--- src/rtl/dvi_encoder.sv ---
// DVI/TMDS 8b/10b encoder for three colour channels.
// Two-stage pipeline: transition minimisation, then DC balancing.

module tmds_channel (
    input  logic       clock,
    input  logic       reset,
    input  logic [7:0] d,
    input  logic       de,
    input  logic [1:0] c,
    output logic [9:0] tmds
);

    localparam logic [9:0] CTRL_00 = 10'b1101010100;
    localparam logic [9:0] CTRL_01 = 10'b0010101011;
    localparam logic [9:0] CTRL_10 = 10'b0101010100;
    localparam logic [9:0] CTRL_11 = 10'b1010101011;

    function automatic logic [3:0] ones8(input logic [7:0] v);
        logic [3:0] s;
        s = '0;
        for (int i = 0; i < 8; i++) s = s + {3'b000, v[i]};
        return s;
    endfunction

    logic [3:0] n1d;
    logic       use_xnor;
    logic [8:0] qm;

    logic [8:0] qm_q;
    logic       de_q;
    logic [1:0] c_q;

    logic [3:0] n1;
    logic [3:0] n0;
    logic [4:0] diff;
    logic [4:0] cnt;
    logic [4:0] cnt_n;
    logic [9:0] sym;
    logic       cnt_pos;
    logic       cnt_neg;

    always_comb begin
        n1d      = ones8(d);
        use_xnor = (n1d > 4'd4) || ((n1d == 4'd4) && !d[0]);
        qm       = '0;
        qm[0]    = d[0];
        for (int i = 1; i < 8; i++)
            qm[i] = use_xnor ? ~(qm[i-1] ^ d[i]) : (qm[i-1] ^ d[i]);
        qm[8]    = ~use_xnor;
    end

    always_ff @(posedge clock or posedge reset) begin
        if (reset) begin
            qm_q <= '0;
            de_q <= 1'b0;
            c_q  <= 2'b00;
        end else begin
            qm_q <= qm;
            de_q <= de;
            c_q  <= c;
        end
    end

    // cnt is 5-bit two's complement; bit 4 is the sign
    always_comb begin
        n1      = ones8(qm_q[7:0]);
        n0      = 4'd8 - n1;
        diff    = {1'b0, n1} - {1'b0, n0};
        cnt_pos = !cnt[4] && (cnt != 5'd0);
        cnt_neg = cnt[4];
        sym     = CTRL_00;
        cnt_n   = '0;
        if (!de_q) begin
            unique case (c_q)
                2'b00: sym = CTRL_00;
                2'b01: sym = CTRL_01;
                2'b10: sym = CTRL_10;
                2'b11: sym = CTRL_11;
            endcase
            cnt_n = '0;
        end else if ((cnt == 5'd0) || (n1 == n0)) begin
            sym   = {~qm_q[8], qm_q[8],
                     qm_q[8] ? qm_q[7:0] : ~qm_q[7:0]};
            cnt_n = qm_q[8] ? cnt + diff : cnt - diff;
        end else if ((cnt_pos && (n1 > n0)) || (cnt_neg && (n0 > n1))) begin
            sym   = {1'b1, qm_q[8], ~qm_q[7:0]};
            cnt_n = cnt + {3'b000, qm_q[8], 1'b0} - diff;
        end else begin
            sym   = {1'b0, qm_q[8], qm_q[7:0]};
            cnt_n = cnt - {3'b000, ~qm_q[8], 1'b0} + diff;
        end
    end

    always_ff @(posedge clock or posedge reset) begin
        if (reset) begin
            cnt  <= '0;
            tmds <= CTRL_00;
        end else begin
            cnt  <= cnt_n;
            tmds <= sym;
        end
    end

endmodule

module dvi_encoder (
    input  logic       clock,
    input  logic       reset,
    input  logic [7:0] r,
    input  logic [7:0] g,
    input  logic [7:0] b,
    input  logic       de,
    input  logic       hsync,
    input  logic       vsync,
    output logic [9:0] tmds_r,
    output logic [9:0] tmds_g,
    output logic [9:0] tmds_b
);

    tmds_channel u_red (
        .clock (clock),
        .reset (reset),
        .d     (r),
        .de    (de),
        .c     (2'b00),
        .tmds  (tmds_r)
    );

    tmds_channel u_green (
        .clock (clock),
        .reset (reset),
        .d     (g),
        .de    (de),
        .c     (2'b00),
        .tmds  (tmds_g)
    );

    // only blue carries the sync pair during blanking
    tmds_channel u_blue (
        .clock (clock),
        .reset (reset),
        .d     (b),
        .de    (de),
        .c     ({vsync, hsync}),
        .tmds  (tmds_b)
    );

endmodule

--- config.mk ---
export PLATFORM = sky130hd
export DESIGN_NAME = dvi_encoder
export DESIGN_NICKNAME = d
export VERILOG_FILES = /design/src/rtl/dvi_encoder.sv
export SDC_FILE = /design/constraint.sdc
export NUM_CORES = 1
export LEC_CHECK = 0
export CAP_MARGIN = 20
export CORE_MARGIN = 3
export CORE_UTILIZATION = 45
export CTS_BUF_LIST = sky130_fd_sc_hd__clkbuf_8 sky130_fd_sc_hd__clkbuf_16
export DETAILED_ROUTE_END_ITERATION = 10
export PLACE_DENSITY = 0.65
export SYNTH_ARGS = -nofsm -noshare
export SYNTH_HDL_FRONTEND = slang
export SYNTH_SLANG_ARGS = --single-unit
--- constraint.sdc ---
create_clock -name clock -period 8.8 [get_ports clock]
set_input_delay 1.76 -clock clock [delete_from_list [all_inputs] [get_ports clock]]
set_output_delay 1.76 -clock clock [all_outputs]
set_load 0.1 [all_outputs]
-- After elaboration in Yosys (flattened, before gate mapping)
Cells that the tools add are included.
- logic and storage cells: 226
- output and inout bits: 30
- input bits: 29
- register bits after elaboration: 75
- add/sub/neg operators: 66
- reduce and logical (&&, ||, !) cells: 34
- magnitude comparators: 9
- mux-type cells: 46
- eq/ne operators: 9
- bitwise gates (word level): 51
- operators by type and width (operator ; count):
    $add A4 B1 Y4 ; 36
    $mux W10 ; 9
    $mux W5 ; 12
    $pmux W10 S4 ; 1
    $add A5 B5 Y5 ; 6
    $sub A5 B5 Y5 ; 6
    $not A1 Y1 ; 27
    $gt A4 B4 Y1 ; 6
    $mux W8 ; 3
    $not A8 Y8 ; 3
    $mux W1 ; 21
    $xor A1 B1 Y1 ; 21
    $add A5 B2 Y5 ; 3
    $logic_not A5 Y1 ; 3
    $reduce_bool A5 Y1 ; 3
    $sub A4 B4 Y5 ; 3
    $sub A5 B2 Y5 ; 3
    $add A1 B1 Y2 ; 6
    $eq A4 B3 Y1 const B ; 3
    $eq A4 B4 Y1 ; 3
    $gt A4 B3 Y1 const B ; 3
    $logic_and A1 B1 Y1 ; 12
    $sub A4 B4 Y4 const A ; 3
    $logic_or A1 B1 Y1 ; 9
    other kinds (4) ; 10

-- Longest topological paths before layout
Gate-level depths: netlist of run 1.
- word-level depth: 29
- mapped depth: 20

-- By module
Synthesis of run 1 repeated with hierarchy kept, for this count alone.
- cell total of the unflattened synthesis: 664
- area, all modules: 6667.6 um^2
- by module, submodules not included (module ; sequential area each (um^2) ; times used ; cells each ; area an instance (um^2)):
    tmds_channel (u_green) ; 681.9 ; 1 ; 233 ; 2296.0
    tmds_channel (u_red) ; 681.9 ; 1 ; 221 ; 2223.4
    tmds_channel (u_blue) ; 681.9 ; 1 ; 209 ; 2144.6
    dvi_encoder ; 0.0 ; 1 ; 1 ; 3.8

-- Worst setup path after synthesis of run 1
Ideal clock, no wire load.
- path type: reg-to-reg
- start point: register u_blue.qm_q[0]
- end point: register u_blue.cnt[4]
- arrival: 4.954 ns
- setup time: 0.100 ns
- clock period less this slack: 5.053 ns
- data required time: 8.700 ns
- setup slack: 3.747 ns
- buffers on the path: 0
- cell stages (with the launch flop): 19
- cell sequence: dfrtp_1 ha_1 inv_1 fa_1 fa_1 fa_1 fa_1 nand2_1 ha_1 nand2b_1 a21oi_1 nor2_1 xor2_1 ha_1 a21oi_1 xor2_1 xnor2_1 o22ai_1 a311oi_1
- cells in the longest elaborated chain, start to end: 14
- elaborated cells on any way between the ends: 24
- those cells by class: add/sub: 13; order compare: 2; eq/ne: 1; mux: 4; reduce/logical: 4
- RTL lines (item ; RTL line ; text):
    start, declared ; 29 ; logic [8:0] qm_q;
    start signal, assigned ; 58 ; qm_q <= qm;
    $add A1 B1 Y2 * ; 21 ; for (int i = 0; i < 8; i++) s = s + {3'b000, v[i]};
    $add A4 B1 Y4 * (6 in a row) ; 21 ;
    branches (longest 5 deep; another with $sub A4 B4 Y5) ; -- ;
    $mux W5 * ; 81 ; end else if ((cnt == 5'd0) || (n1 == n0)) begin
    $mux W5 * ; 73 ; if (!de_q) begin
    via u_blue.cnt_n[4] ; 37 ; logic [4:0] cnt_n;
    end signal, assigned ; 99 ; cnt <= cnt_n;
    end, declared ; 36 ; logic [4:0] cnt;
Mark *: on every way through the listed nets, which the timed path passes.

-- Worst setup path after layout of run 1
- start point: register u_red.qm_q[0]
- end point: register u_red.cnt[4]
- cells in the longest elaborated chain, start to end: 14
- elaborated cells on any way between the ends: 24
- those cells by class: add/sub: 13; order compare: 2; eq/ne: 1; mux: 4; reduce/logical: 4
- RTL lines (item ; RTL line):
    start, declared ; 29
    start signal, assigned ; 58
    $add A1 B1 Y2 * ; 21
    $add A4 B1 Y4 * (6 in a row) ; 21
    branches (longest 5 deep; another with $sub A4 B4 Y5) ; --
    $mux W5 * ; 81
    $mux W5 * ; 73
    via u_red.cnt_n[4] ; 37
    end signal, assigned ; 99
    end, declared ; 36
Marks and branches as above.

==> flow_metrics.py, run 1 <==
metrics = {
    "status": {
        "status": "finished, final reports clean",
    },
    "finish": {
        "area_delta_synth_final_pct": 18.0,
        "multi_input_area_sq_um": 3640,
        "drive_above_1_share": 0.0747,
        "seqCellArea_sq_um": 1900,
        "finalNetCount": 764,
        "n_fill_cell": 1108,
        "final_cells": 815,
        "antenna_cells": 0,
    },
    "placement": {
        "dp_cells": 799,
        "globalplace.congestion": 0.845,
        "port-buffer-count": 58,
        "hpwlAfterDp_um": 9110,
    },
    "critical_path": {
        "crit_path_cell_trace": "ha_1 -> inv_1 -> fa_1 -> fa_1 -> fa_1 -> fa_1 -> and2_1 -> inv_1 -> ha_1 -> nand2b_1 -> a21oi_1 -> or2_2 -> xnor2_1 -> ha_1 -> a21oi_1 -> nor4bb_1 -> a2111oi_0 -> mux2i_1 -> nand3_1",
        "required_ps": 9020,
        "cp-end-kind": "flop",
        "rrSetupSlack_ps": 3090,
        "crit_top_cell": "fa_1",
        "worstReg2RegStart": "u_red.qm_q[0]",
        "crit_arrival_ps": 5930,
        "startpoint_type": "flop",
        "reg2regPathDepth": 19,
        "cp_slowest_cell": "fa_1",
        "r2r_end": "u_red.cnt[4]",
        "critPathMaxFanout": 8,
        "path_class": "reg2reg",
        "cpPeakStageDelay_ps": 680,
    },
    "logic_synthesis": {
        "syn-instance-count": 575,
        "synth.distinct_cells": 65,
        "syn_nets": 701,
        "ys_top_cells_by_count": "103 x inv_1, 63 x xnor2_1, 60 x dfrtp_1, 58 x ha_1, 39 x fa_1",
        "ys.flop_type": "dfrtp_1",
        "synth_edf_count": 0,
        "synth_largest_area_cell": "dfrtp_1",
        "post-synth-top-count-cell": "inv_1",
        "ys_top_cells_by_area": "dfrtp_1 25%, fa_1 13%, ha_1 12%",
        "async_flop_share": 1.00,
        "syn_area_sq_um": 5970,
        "ys_seq_area_frac": 0.318,
        "syn_area_per_cell_sq_um": 10.4,
        "synth.top_cell.area_share": 0.252,
        "ys_ff_latch": 75,
        "ys.warnings.count": 0,
    },
    "floorplanning": {
        "die-area_sq_um": 14700,
        "die_h_um": 121,
        "io_pins": 59,
        "start_util": 0.467,
        "fp.dieW_um": 121,
        "core-area_sq_um": 12800,
        "rows": 41,
    },
    "clock_tree": {
        "post_cts_buffers": 0,
        "cts_hold_buffers": 0,
        "cts_tree": "built",
        "ctsResizeCount": 0,
        "cts_buffer_depth": 2,
        "htree_num_levels": 3,
        "path_clk_slew_ps": 60,
        "cts_root_buf": "clkbuf_16",
        "numCtsBuffers": 9,
        "clock_latency_ps": 340,
        "cts.sinks": 75,
    },
    "worst_hold_path": {
        "holdPathEnd": "u_green.cnt[0]",
        "hold_path_class": "reg2reg",
        "holdPathStages": 1,
        "worstHoldStart": "u_green.cnt[0]",
    },
    "flow_run": {
        "max_cap_viol_count": 0,
    },
    "timing": {
        "max_freq_mhz": 175,
        "slew_violations": 0,
        "min_period_ps": 5710,
        "tightest_slew_ps": 1020,
        "hold_viol": 0,
        "finalClockSkew_ps": 7.46,
        "period_share": 0.649,
        "rsz0062_at_grt": "false",
        "setup_tns_ps": 0,
        "finalSetupViolCount": 0,
        "relSlewSlack": 0.319,
    },
    "drt": {
        "antenna_left": 0,
        "viasPerCell": 4.97,
        "route.detailed.drc": 0,
        "drt-total-wl_um": 11700,
        "first_pass_iters": 4,
        "first_iter_violations": 137,
        "vias": 4047,
        "wire_per_inst_um": 14.3,
    },
    "global_route": {
        "track_usage": 0.174,
        "grt_start_max_net_pins": 76,
        "grt_antenna_before_repair": 0,
        "first_global_vias": 4445,
        "grt_pass1_wl_um": 20600,
        "grt_overflow": 0,
    },
}
## how the worst max path moves through the flow
| stage | startpoint | slack, ps | to |
|---|---|---|---|
| 2_1_floorplan | u_blue.qm_q[0] | 3750 | u_blue.cnt[4] |
| 3_3_place_gp | r[0] | 3200 | u_red.qm_q[7] |
| 3_5_place_dp | r[0] | 3010 | u_red.qm_q[7] |
| 4_1_cts | u_red.qm_q[0] | 3100 | u_red.cnt[4] |
| 5_1_grt | u_red.qm_q[0] | 2760 | u_red.cnt[4] |
| 6_report | u_red.qm_q[0] | 3090 | u_red.cnt[4] |
## flip-flops by register name, summed over array words and instances, names as in the netlist, 2 cells and up
signal,flops
u_blue.cnt,5
u_green.tmds,10
u_green.qm_q,9
u_blue.c_q,2
u_red.qm_q,9
u_blue.tmds,10
u_red.cnt,5
u_green.cnt,5
u_red.tmds,10
u_blue.qm_q,9
## routing by layer
metal,part of all wire,track usage,vias to the layer above
li1,-,-,1979
met1,0.46,0.235,1976
met2,0.48,0.284,76
met3,0.042,0.0364,16
met4,0.015,0.0518,0
met5,0,0,-
## final cells by class
class                   instances  share of cell area
multi-input cells             387               0.516
flip-flops and latches         75               0.269
repair buffers                 61              0.0856
inverters                     104              0.0554
clock buffers                  10              0.0339
well taps                     172              0.0306
clock inverters                 6             0.00924
## critical path, delay by kind of cell, from the launching register on
family                     cells  cell delay [ps]
DFF                            1              400
and+or+nand+nor                5             1190
xor gates and xnor gates       1              240
muxes                          1              180
adders and majority gates      7             2940
buffers and inverters          2              130
AOI/OAI and AO/OA              3              490
## per-stage QoR
stage / util / hold WS, ps / setup slack, ps / area [sq um]
2_1_floorplan: - / 459 / 3750 / 5970
3_3_place_gp: 0.528 / 483 / 3200 / 6740
3_5_place_dp: 0.528 / 485 / 3010 / 6740
4_1_cts: 0.551 / 500 / 3100 / 7040
5_1_grt: 0.551 / 512 / 2760 / 7040
6_report: 0.551 / 497 / 3090 / 7040
## kinds of logic after synthesis
logic type / count (synthesis) / share of synthesized area
and+or+nand+nor: 99 / 0.0864
xor gates and xnor gates: 88 / 0.134
buffers and inverters: 113 / 0.0734
DFF: 75 / 0.318
AOI/OAI and AO/OA: 82 / 0.0964
adders and majority gates: 97 / 0.252
muxes: 21 / 0.0405
## layout by cell type, fill, tap and decap left out, types with 20 or more instances in the layout
cell / synthesis / layout
clkdlybuf4s50_1: 0 / 58
inv_1: 103 / 103
dfrtp_1: 60 / 60
nor2_1: 36 / 36
fa_1: 39 / 39
xnor2_1: 63 / 63
xor2_1: 23 / 23
a21o_1: 20 / 20
ha_1: 58 / 58
a21oi_1: 23 / 23
Power of run 1 is not shown: default switching activity piles up to over one toggle a cycle in this logic, so the estimate is an artifact.
==> inputs of run 2 (changes only) <==
==> constraint.sdc (replaced) <==
create_clock -name clock -period 5.3 [get_ports clock]
set_input_delay 1.06 -clock clock [delete_from_list [all_inputs] [get_ports clock]]
set_output_delay 1.06 -clock clock [all_outputs]
set_load 0.1 [all_outputs]
==> run 2 against run 1 <==
Effect of this change: worst setup slack worse by 2900 ps; non-clock buffer count increased by 19; global-route usage is 0.25 points higher; clock skew down 2.2 ps; flip-flop and latch count unchanged; design area up 3.5%; first-iteration DRC count rose by 16%; via count grew 2.9%; critical path depth shrank 1.
==> flow_metrics.py, run 2 (same netlist as run 1, synthesis figures left out) <==
metrics = {
    "finish": {
        "n_fill_cell": 1066,
        "finalNetCount": 783,
        "reg.largest.list": "u_blue.tmds: 10 flops, u_green.tmds: 10 flops, u_red.tmds: 10 flops",
        "drive_above_1_share": 0.125,
        "area_delta_synth_final_pct": 22.1,
        "layout_common_cells": "102 x inv_1, 62 x xnor2_1, 60 x dfrtp_1",
        "antenna_cells": 0,
        "final_common_cell": "inv_1",
    },
    "critical_path": {
        "startpoint_type": "flop",
        "cpLargestDelayFamily": "adder cells",
        "rrSetupSlack_ps": 210,
        "crit_arrival_ps": 5300,
        "r2r_end": "u_red.cnt[4]",
        "cp-end-kind": "flop",
        "reg2regPathDepth": 18,
        "critPathMaxFanout": 6,
        "critical_path.startpoint": "u_red.qm_q[0]",
        "worstReg2RegStart": "u_red.qm_q[0]",
        "required_ps": 5510,
        "path_depth": 18,
        "crit_buf_inv": 2,
        "cpPeakStageDelay_ps": 550,
        "cp_slowest_cell": "fa_2",
        "path_class": "reg2reg",
        "crit_path_cell_trace": "ha_1 -> inv_1 -> fa_1 -> fa_1 -> fa_2 -> fa_2 -> and2_1 -> inv_1 -> ha_4 -> nor2_1 -> or2_2 -> xnor2_2 -> ha_1 -> a21oi_2 -> a31oi_1 -> o221ai_1 -> mux2i_1 -> nand3_1",
    },
    "timing": {
        "finalClockSkew_ps": 5.30,
        "rsz0062_at_grt": "true",
        "max_freq_mhz": 196,
        "hold_viol": 0,
        "slew_violations": 0,
        "tightest_slew_ps": 1030,
        "min_period_ps": 5090,
        "finalSetupViolCount": 0,
        "period_share": 0.960,
        "setup_tns_ps": 0,
        "relSlewSlack": 0.312,
    },
    "clock_tree": {
        "cts_hold_buffers": 0,
        "cts_root_buf": "clkbuf_16",
        "cts_tree": "built",
        "path_clk_slew_ps": 60,
        "htree_num_levels": 3,
        "clock_latency_ps": 340,
        "cts.sinks": 75,
        "numCtsBuffers": 9,
        "cts_buffer_depth": 2,
    },
    "floorplanning": {
        "fp.dieW_um": 121,
        "io_pins": 59,
        "die-area_sq_um": 14700,
        "rows": 41,
        "core-area_sq_um": 12800,
        "die_h_um": 121,
        "start_util": 0.467,
    },
    "placement": {
        "globalplace.congestion": 0.844,
        "port-buffer-count": 58,
        "hpwlAfterDp_um": 9320,
    },
    "global_route": {
        "track_usage": 0.177,
        "grt_start_max_net_pins": 41,
        "first_global_vias": 4518,
        "grt_overflow": 0,
        "grt_pass1_wl_um": 20700,
        "grt_antenna_before_repair": 0,
    },
    "status": {
        "status": "finished, final reports clean",
    },
    "drt": {
        "first_pass_iters": 4,
        "first_iter_violations": 159,
        "vias": 4164,
        "drt-total-wl_um": 11900,
        "antenna_left": 0,
        "wire_per_inst_um": 14.3,
        "viasPerCell": 4.99,
        "route.detailed.drc": 0,
    },
    "worst_hold_path": {
        "worstHoldStart": "u_green.cnt[0]",
        "holdPathEnd": "u_green.cnt[0]",
        "holdPathStages": 1,
        "hold_path_class": "reg2reg",
    },
    "flow_run": {
        "max_cap_viol_count": 0,
    },
}
run 2: worst max-delay path by stage:
stage | slack (ps) | end
finish | 210 | u_red.cnt[4]
floorplan | 250 | u_blue.cnt[4]
global placement | 180 | u_red.cnt[4]
detailed placement | -50 | u_red.cnt[4]
CTS | 10 | u_red.cnt[4]
global route | -40 | u_red.cnt[4]
run 2: cell type report:
type	count	area, sq um	area share
sequential	75	1900	0.260
inverter	104	390	0.0535
tap	172	215	0.0295
timing repair buffer	80	746	0.102
clock inverter	6	70.1	0.00961
multi-input combinational	387	3730	0.512
clock buffer	10	239	0.0328
run 2: routing by layer:
| metal | part of all wire | GRT usage |
|---|---|---|
| met4 | 0.012 | 0.0539 |
| met3 | 0.037 | 0.0387 |
| met1 | 0.46 | 0.234 |
| met2 | 0.49 | 0.291 |
| met5 | 0 | 0 |
run 2: stage by stage:
stage	utilization	hold slack, ps	setup slack [ps]	area [sq um]	cells
final	0.571	496	210	7290	834
after global routing	0.571	537	-41.3	7290	834
after CTS	0.564	501	10.4	7200	831
after detailed placement	0.537	486	-49.1	6860	815
after global placement	0.537	479	183	6860	815
after floorplan	-	459	247	5970	575
run 2: timing repair:
action	CTS	global route
resized for setup	7	13
pin swaps	0	5
buffers inserted	0	3
endpoints found under the setup margin	1	10
run 2: worst register-to-register path, stage by stage (launching register included):
cell and delay, ps:
dfrtp_1 390, ha_1 300, inv_1 70, fa_1 430, fa_1 470, fa_2 370, fa_2 550, and2_1 170
inv_1 100, ha_4 320, nor2_1 100, or2_2 360, xnor2_2 160, ha_1 350, a21oi_2 190, a31oi_1 100
o221ai_1 230, mux2i_1 210, nand3_1 90
Power of run 2 is left out for the same reason.
==> inputs of run 3 (changes only) <==
--- a/config.mk
+++ b/config.mk
@@ -7,10 +7,10 @@
 export LEC_CHECK = 0
 export CAP_MARGIN = 20
 export CORE_MARGIN = 3
-export CORE_UTILIZATION = 45
+export CORE_UTILIZATION = 59
 export CTS_BUF_LIST = sky130_fd_sc_hd__clkbuf_8 sky130_fd_sc_hd__clkbuf_16
 export DETAILED_ROUTE_END_ITERATION = 10
-export PLACE_DENSITY = 0.65
+export PLACE_DENSITY = 0.82
 export SYNTH_ARGS = -nofsm -noshare
 export SYNTH_HDL_FRONTEND = slang
 export SYNTH_SLANG_ARGS = --single-unit
==> run 3 against run 2 <==
Effect of this change: via count is 4.3% higher; final cell count fell by 4.4%; largest cell class unchanged; worst setup slack improved by 11 ps.
==> flow_metrics.py, run 3 (same netlist as run 1, synthesis figures left out) <==
metrics = {
    "clock_tree": {
        "cts_buffer_depth": 2,
        "cts_root_buf": "clkbuf_8",
        "path_clk_slew_ps": 80,
        "cts.sinks": 75,
        "clock_latency_ps": 360,
        "htree_num_levels": 3,
        "numCtsBuffers": 9,
        "cts_hold_buffers": 0,
        "cts_tree": "built",
    },
    "global_route": {
        "first_global_vias": 4732,
        "track_usage": 0.241,
        "grt_start_max_net_pins": 56,
        "grt_antenna_before_repair": 0,
        "grt_overflow": 0,
        "grt_pass1_wl_um": 21800,
    },
    "status": {
        "status": "finished, final reports clean",
    },
    "timing": {
        "slew_violations": 0,
        "hold_slack_ps": 515,
        "relSlewSlack": 0.321,
        "tightest_slew_ps": 1010,
        "min_period_ps": 5080,
        "period_share": 0.958,
        "max_freq_mhz": 197,
        "finalSetupViolCount": 0,
        "finalClockSkew_ps": 9.17,
        "hold_viol": 0,
    },
    "floorplanning": {
        "core-area_sq_um": 9820,
        "fp.dieW_um": 107,
        "die-area_sq_um": 11400,
        "io_pins": 59,
        "die_h_um": 107,
        "start_util": 0.608,
        "rows": 36,
    },
    "placement": {
        "globalplace.congestion": 0.860,
        "port-buffer-count": 58,
        "hpwlAfterDp_um": 9830,
    },
    "flow_run": {
        "max_cap_viol_count": 0,
    },
    "drt": {
        "drt-total-wl_um": 13100,
        "first_pass_iters": 4,
        "wire_per_inst_um": 16.4,
        "vias": 4343,
        "antenna_left": 0,
        "viasPerCell": 5.45,
        "route.detailed.drc": 0,
        "first_iter_violations": 176,
    },
    "critical_path": {
        "critPathMaxFanout": 7,
        "critical_path.startpoint": "u_green.qm_q[1]",
        "crit_top_cell": "fa_1",
        "worstReg2RegStart": "u_green.qm_q[1]",
        "cp-end-kind": "flop",
        "cpPeakStageDelay_ps": 550,
        "path_class": "reg2reg",
        "crit_path_cell_trace": "ha_1 -> inv_1 -> fa_1 -> fa_1 -> fa_1 -> fa_2 -> nand2_1 -> ha_4 -> nand2b_1 -> a21oi_1 -> nor2_2 -> xor2_1 -> ha_1 -> a21oi_1 -> xor2_1 -> xnor2_1 -> nand2_1 -> o211a_1",
        "required_ps": 5560,
        "startpoint_type": "flop",
        "cp_slowest_cell": "fa_2",
        "crit_arrival_ps": 5330,
    },
    "finish": {
        "drive_above_1_share": 0.134,
        "finalNetCount": 785,
        "n_fill_cell": 691,
        "reg.largest.list": "u_blue.tmds: 10 flops, u_green.tmds: 10 flops, u_red.tmds: 10 flops",
        "final_common_cell": "inv_1",
        "antenna_cells": 0,
        "layout_common_cells": "103 x inv_1, 62 x xnor2_1, 60 x dfrtp_1",
        "area_delta_synth_final_pct": 21.0,
    },
    "worst_hold_path": {
        "hold_path_class": "reg2reg",
        "worstHoldStart": "u_green.cnt[0]",
    },
}
-- run 3: cell count changes in the layout (fill, tap and decap cells not counted), moves of 2 or more --
cell / before / now
clkbuf_16: 9 / 0
clkbuf_8: 1 / 10
fa_1: 36 / 34
fa_2: 3 / 5
inv_6: 3 / 1
-- run 3: worst max-delay path, delay by kind of cell (launching register included) --
family                   cells  cell delay [ps]
AO/OA/AOI/OAI                3              650
buffers and inverters        1               50
flip-flops                   1              400
adder cells (fa/ha/maj)      7             2950
XOR/XNOR                     3              540
AND/OR/NAND/NOR              4              380
-- run 3: area by class of cell --
class,instances,area (sq um),area share
multi-input cells,387,3770,0.522
inverters,104,390,0.0541
well taps,133,166,0.0230
clock buffers,10,138,0.0191
clock inverters,6,88.8,0.0123
flip-flops and latches,75,1900,0.263
repair buffers,82,773,0.107
-- run 3: final timing paths --
| path | end | slack, ps | cells after the start |
|---|---|---|---|
| min in group asynchronous | u_blue.de_q | 1000 | 2 |
| max reg2reg | u_green.cnt[4] | 220 | 18 |
| min reg2reg | u_green.cnt[0] | 510 | 1 |
| max | u_green.cnt[4] | 220 | 18 |
| max in group asynchronous | u_blue.tmds[8] | 3410 | 4 |
| min | u_green.cnt[0] | 510 | 1 |
-- run 3: repair_timing --
item	in CTS	in global routing
setup buffers	1	4
pin swaps	1	8
resized for setup	8	18
hold endpoints to repair	0	0
endpoints found under the setup margin	2	3
gates cloned	0	0
-- run 3: routing by layer --
metal  vias up  GRT usage  share of wire
met2       131      0.429           0.53
li1       2027          -              -
met4         0     0.0849          0.025
met5         -          0              0
met1      2150      0.295           0.40
met3        35     0.0421          0.050
-- run 3: metrics by stage --
| step | cells | setup slack (ps) | setup TNS [ps] | instance area (sq um) | util |
|---|---|---|---|---|---|
| 2_1_floorplan | 575 | 247 | 0 | 5970 | - |
| 3_3_place_gp | 775 | 188 | 0 | 6800 | 0.693 |
| 3_5_place_dp | 775 | -148 | -205 | 6800 | 0.693 |
| 4_1_cts | 792 | 21.1 | 0 | 7090 | 0.722 |
| 5_1_grt | 797 | -17.6 | -17.6 | 7220 | 0.735 |
| 6_report | 797 | 221 | 0 | 7220 | 0.735 |
Power of run 3 is left out for the same reason.
